[src/rtl/sbox_share_ctrl.sv]
// Arbitrates NREQ requesters onto one shared masked S-box instance: round-robin grant,
// one operation in flight, Synch-or-watchdog completion, held response until accepted.
module sbox_share_ctrl #(
  parameter  int NREQ    = 4,
  parameter  int SHARES  = 5,
  parameter  int TIMEOUT = 16,
  localparam int W       = 4 * SHARES,
  localparam int IDW     = (NREQ > 1) ? $clog2(NREQ) : 1
) (
  input  logic                clk,
  input  logic                rst,
  input  logic [NREQ-1:0]     req_valid,
  output logic [NREQ-1:0]     req_ready,
  input  logic [NREQ*W-1:0]   req_data,
  output logic [W-1:0]        sb_in,
  input  logic [W-1:0]        sb_out,
  output logic                sb_rst,
  input  logic                sb_synch,
  output logic                fresh_en,
  output logic                rsp_valid,
  input  logic                rsp_ready,
  output logic [W-1:0]        rsp_data,
  output logic [IDW-1:0]      rsp_id,
  output logic                rsp_err,
  output logic                busy
);

  localparam int CW = $clog2(TIMEOUT + 1);

  typedef enum logic [1:0] {
    IDLE = 2'd0,
    RUN  = 2'd1,
    DONE = 2'd2
  } state_t;

  state_t         state_reg, state_next;
  logic [IDW-1:0] ptr_reg, ptr_next;
  logic [CW-1:0]  cnt_reg;
  logic [W-1:0]   in_reg;
  logic [IDW-1:0] id_reg;
  logic [W-1:0]   rsp_data_reg;
  logic           rsp_err_reg;

  logic [W-1:0]    slices [NREQ];
  logic [NREQ-1:0] grant;
  logic [IDW-1:0]  win;
  logic            found;
  logic            timeout_hit;

  genvar gi;
  generate
    for (gi = 0; gi < NREQ; gi++) begin : g_slice
      assign slices[gi] = req_data[gi*W +: W];
    end
  endgenerate

  // Round-robin search starting at ptr_reg, wrapping past NREQ-1 back to 0.
  always_comb begin
    logic [IDW:0] pos;
    grant = '0;
    win   = '0;
    found = 1'b0;
    pos   = '0;
    for (int k = 0; k < NREQ; k++) begin
      pos = {1'b0, ptr_reg} + (IDW+1)'(k);
      if (pos >= (IDW+1)'(NREQ)) begin
        pos = pos - (IDW+1)'(NREQ);
      end
      if (!found && req_valid[pos[IDW-1:0]]) begin
        found = 1'b1;
        win   = pos[IDW-1:0];
      end
    end
    if (found) begin
      grant[win] = 1'b1;
    end
  end

  // Grant is visible only while idle and out of reset.
  assign req_ready   = (state_reg == IDLE && rst) ? grant : '0;
  assign timeout_hit = (cnt_reg == CW'(TIMEOUT - 1));
  assign ptr_next    = (id_reg == IDW'(NREQ - 1)) ? '0 : id_reg + IDW'(1);

  always_ff @(posedge clk or negedge rst) begin
    if (!rst) begin
      state_reg <= IDLE;
    end else begin
      state_reg <= state_next;
    end
  end

  always_comb begin
    state_next = state_reg;
    sb_rst     = 1'b1;
    fresh_en   = 1'b0;
    rsp_valid  = 1'b0;
    busy       = 1'b1;
    sb_in      = '0;
    case (state_reg)
      IDLE: begin
        busy = 1'b0;
        if (found) begin
          state_next = RUN;
        end
      end
      RUN: begin
        sb_rst   = 1'b0;
        fresh_en = 1'b1;
        sb_in    = in_reg;
        if (sb_synch || timeout_hit) begin
          state_next = DONE;
        end
      end
      DONE: begin
        rsp_valid = 1'b1;
        if (rsp_ready) begin
          state_next = IDLE;
        end
      end
      default: begin
        state_next = IDLE;
      end
    endcase
  end

  always_ff @(posedge clk or negedge rst) begin
    if (!rst) begin
      ptr_reg      <= '0;
      cnt_reg      <= '0;
      in_reg       <= '0;
      id_reg       <= '0;
      rsp_data_reg <= '0;
      rsp_err_reg  <= 1'b0;
    end else begin
      case (state_reg)
        IDLE: begin
          if (found) begin
            in_reg  <= slices[win];
            id_reg  <= win;
            cnt_reg <= '0;
          end
        end
        RUN: begin
          if (cnt_reg != CW'(TIMEOUT)) begin
            cnt_reg <= cnt_reg + CW'(1);
          end
          // Synch wins over a watchdog expiry landing on the same cycle.
          if (sb_synch) begin
            rsp_data_reg <= sb_out;
            rsp_err_reg  <= 1'b0;
          end else if (timeout_hit) begin
            rsp_data_reg <= sb_out;
            rsp_err_reg  <= 1'b1;
          end
        end
        DONE: begin
          if (rsp_ready) begin
            ptr_reg <= ptr_next;
          end
        end
        default: begin
        end
      endcase
    end
  end

  assign rsp_data = rsp_data_reg;
  assign rsp_id   = id_reg;
  assign rsp_err  = rsp_err_reg;

endmodule

[config.mk]
export PLATFORM = sky130hd
export DESIGN_NAME = sbox_share_ctrl
export DESIGN_NICKNAME = d
export VERILOG_FILES = /design/src/rtl/sbox_share_ctrl.sv
export SDC_FILE = /design/constraint.sdc
export NUM_CORES = 1
export LEC_CHECK = 0
export ABC_AREA = 1
export ABC_CLOCK_PERIOD_IN_PS = 2600
export BUFFER_PORTS_ARGS = -buffer_cell sky130_fd_sc_hd__buf_2
export CAP_MARGIN = 20
export CORE_UTILIZATION = 47
export DETAILED_ROUTE_END_ITERATION = 12
export PLACE_DENSITY = 0.9
export SLEW_MARGIN = 15
export SYNTH_ARGS = -nofsm -noshare
export SYNTH_HDL_FRONTEND = slang
export SYNTH_SLANG_ARGS = --single-unit
[constraint.sdc]
create_clock -name clk -period 2.6 [get_ports clk]
set_input_delay 0.13 -clock clk [delete_from_list [all_inputs] [get_ports clk]]
set_output_delay 0.13 -clock clk [all_outputs]
set_load 0.02 [all_outputs]
==> impl_metrics.yaml <==
floorplanning:
  start_util: 0.496
  rows: 30
  chipHeight_um: 87.3
  core-area_sq_mm: 0.00691
  die_x_um: 87.3
  die-area_sq_mm: 0.00763
  ioPinCount: 159
critical_path:
  path_delay_family: "simple AND/OR/NAND/NOR gates"
  worstPathCellList: "inv_2 -> nand2_1 -> nand2_2 -> nand2_1 -> nand2_1 -> nor2_4 -> nand3_4 -> nand2_2 -> inv_1 -> nand2_1 -> nor3_2 -> buf_2"
  worstPathRequired_ns: 2.47
  crit_type: "register to output pin"
  path_common_cell: "nand2_1"
  critPathArrivalTime_ns: 2.26
  start_kind: "register"
  crit_path_max_incr_delay_ns: 0.50
  critical_path.max_fanout: 14
  slowest_stage: "dfrtp_2"
  endpoint_kind: "output pin"
  crit_buf_inv: 3
cells_and_area:
  instances_no_fill: 742
  regArea_sq_mm: 0.00130
  multi_input_area_sq_mm: 0.00180
  utilization: 0.631
  final_area_sq_mm: 0.00436
  area_growth_pct: 27.4
  drive_gt1_frac: 0.325
  fillers: 639
  diodes: 0
  finalNetCount: 757
synth:
  syn_inst: 498
  synth_top_area_share: 0.380
  synth_warnings: 0
  yosys_most_used_dff: "dfrtp_1"
  ys_types: 27
  syn_area_sq_mm: 0.00342
  synth.avg_cell_area_sq_um: 6.87
  synth_commonest_cells: "nand2_1, dfrtp_1, nand4_1"
  synth_fp_nets: 610
  synth_edf_count: 0
  post-synth-top-area-cell: "dfrtp_1"
  ys_seq_area_frac: 0.380
  synth.most_common_cell: "nand2_1"
  synth_area_leaders: "dfrtp_1, nand2_1, nand4_1, mux2_2, inv_1"
  postSynth.asyncResetShare: 1.00
  ys_ff_latch: 52
timing:
  rsz0062_at_grt: "false"
  whs_ns: 0.0250
  timing.final.crit_period_ns: 2.39
  max_clock_freq_mhz: 418
  min_period_over_period: 0.920
  finalClockSkew_ns: 0.00527
  setup_viol: 0
  maxSlewViolCount: 0
  max-slew-margin-rel: 0.516
  timing.setup.tns_ns: 0
  worstMarginPinSlew_ns: 0.725
  timing_hold_violations_final: 0
run_status:
  outcome: "complete, no violations"
global_route:
  antenna_found_initial: 0
  grtUsageMet3: 0.0445
  use_met2: 0.466
  grt_max_degree: 41
  grt_usage: 0.257
  use_met1: 0.292
  grt_pass1_vias: 3567
  grt_pass1_wl_mm: 15.4
  grt-ovfl-total: 0
  top_usage_layer: "met2"
cts:
  clk_pin_slew_worst_paths_ns: 0.09
  clockRootBuffer: "clkbuf_8"
  htreeDepth: 2
  insertion_delay_ns: 0.30
  clockBufferDepth: 2
  cts_sinks: 52
  cts_buffers: 5
  post-cts-setup-buffers: 0
  cts_tree: "done"
power:
  powerDensity_mw_per_mm2: 1420
  cellLeakagePower_nw: 2.60
  peakVddDrop_mv: 0.972
routing:
  postRouteAntennaNets: 0
  wl_mm: 9.67
  drtIter0Drc: 180
  detailroute.via_count: 3812
  drc_errors: 0
  drt_first_pass_iters: 6
  wl_per_cell_um: 13.0
  routed_via_density: 5.14
job:
  maxCapViolCount: 0
placed_design:
  place_hpwl_mm: 7.45
  port_buffers: 158
  place_area_sq_mm: 0.00426
  gp_congestion: 0.971
  placed_cells: 733
worst_hold_path:
  min_path_type: "input pin to register"
-- cells in the final DEF (no fill, tap or decap), drive strengths merged, types with 6 or more instances in the layout --
cell / netlist / final
nand4: 42 / 42
inv: 42 / 42
nand3: 8 / 8
nor2: 29 / 29
buf: 27 / 168
mux2: 20 / 20
o21ai: 8 / 8
nand2: 253 / 253
dfrtp: 52 / 52
clkbuf: 2 / 6
-- per-layer routing --
metal	wire length, um	vias to the layer above	part of all wire
met4	374	0	0.039
li1	-	1859	-
met1	3730	1749	0.39
met5	0	-	0
met3	637	28	0.066
met2	4920	176	0.51
-- final cells by class --
cell class | instances | share of cell area
clock buffers | 6 | 0.0166
clock inverters | 2 | 0.00373
repair buffers | 169 | 0.204
inverters | 42 | 0.0362
well taps | 96 | 0.0275
multi-input cells | 375 | 0.413
flip-flops and latches | 52 | 0.299
-- logic make-up (layout without fill, tap and decap cells) --
group	count (synthesis)	after routing	synth area share
AOI/OAI and AO/OA	12	12	0.0205
DFF	52	52	0.380
adders and majority gates	4	4	0.0146
muxes	20	20	0.0658
buffers and inverters	71	219	0.0947
xor gates and xnor gates	2	2	0.00512
and+or+nand+nor	337	337	0.419
-- worst paths after layout --
kind | slack (ns) | to | from | cells after the start
worst max-delay path | 0.21 | req_ready[0] | ptr_reg[0] | 12
worst min-delay path | 0.02 | state_reg[1] | rsp_ready | 2
worst max register to register | 0.40 | in_reg[16] | ptr_reg[0] | 14
worst min register to register | 0.49 | in_reg[1] | in_reg[1] | 2
max in group asynchronous | 1.47 | rsp_data[15] | rst | 3
min in group asynchronous | 0.33 | in_reg[19] | rst | 2
-- power by group --
part | switching [W] | internal (W) | leakage, nW | total [W]
combinational | 0.00285 | 0.00144 | 1.92 | 0.00429
clock | 0.000267 | 0.000192 | 0.0414 | 0.000459
sequential | 0.000247 | 0.00120 | 0.638 | 0.00145
total | 0.00337 | 0.00283 | 2.60 | 0.00620
-- timing repair --
| action | CTS | global route |
|---|---|---|
| hold endpoints to repair | 19 | 0 |
| hold buffers | 1 | 0 |
| endpoints found under the setup margin | 0 | 1 |
| gates resized for setup | 0 | 2 |
-- stage by stage --
stage                     power, W  setup WS, ns
after detailed placement   0.00571         0.393
final                      0.00620         0.207
after floorplan            0.00467         0.531
after CTS                  0.00618         0.109
after global placement     0.00556         0.539
after global routing       0.00676        0.0644
(Power assumes the default switching activity.)
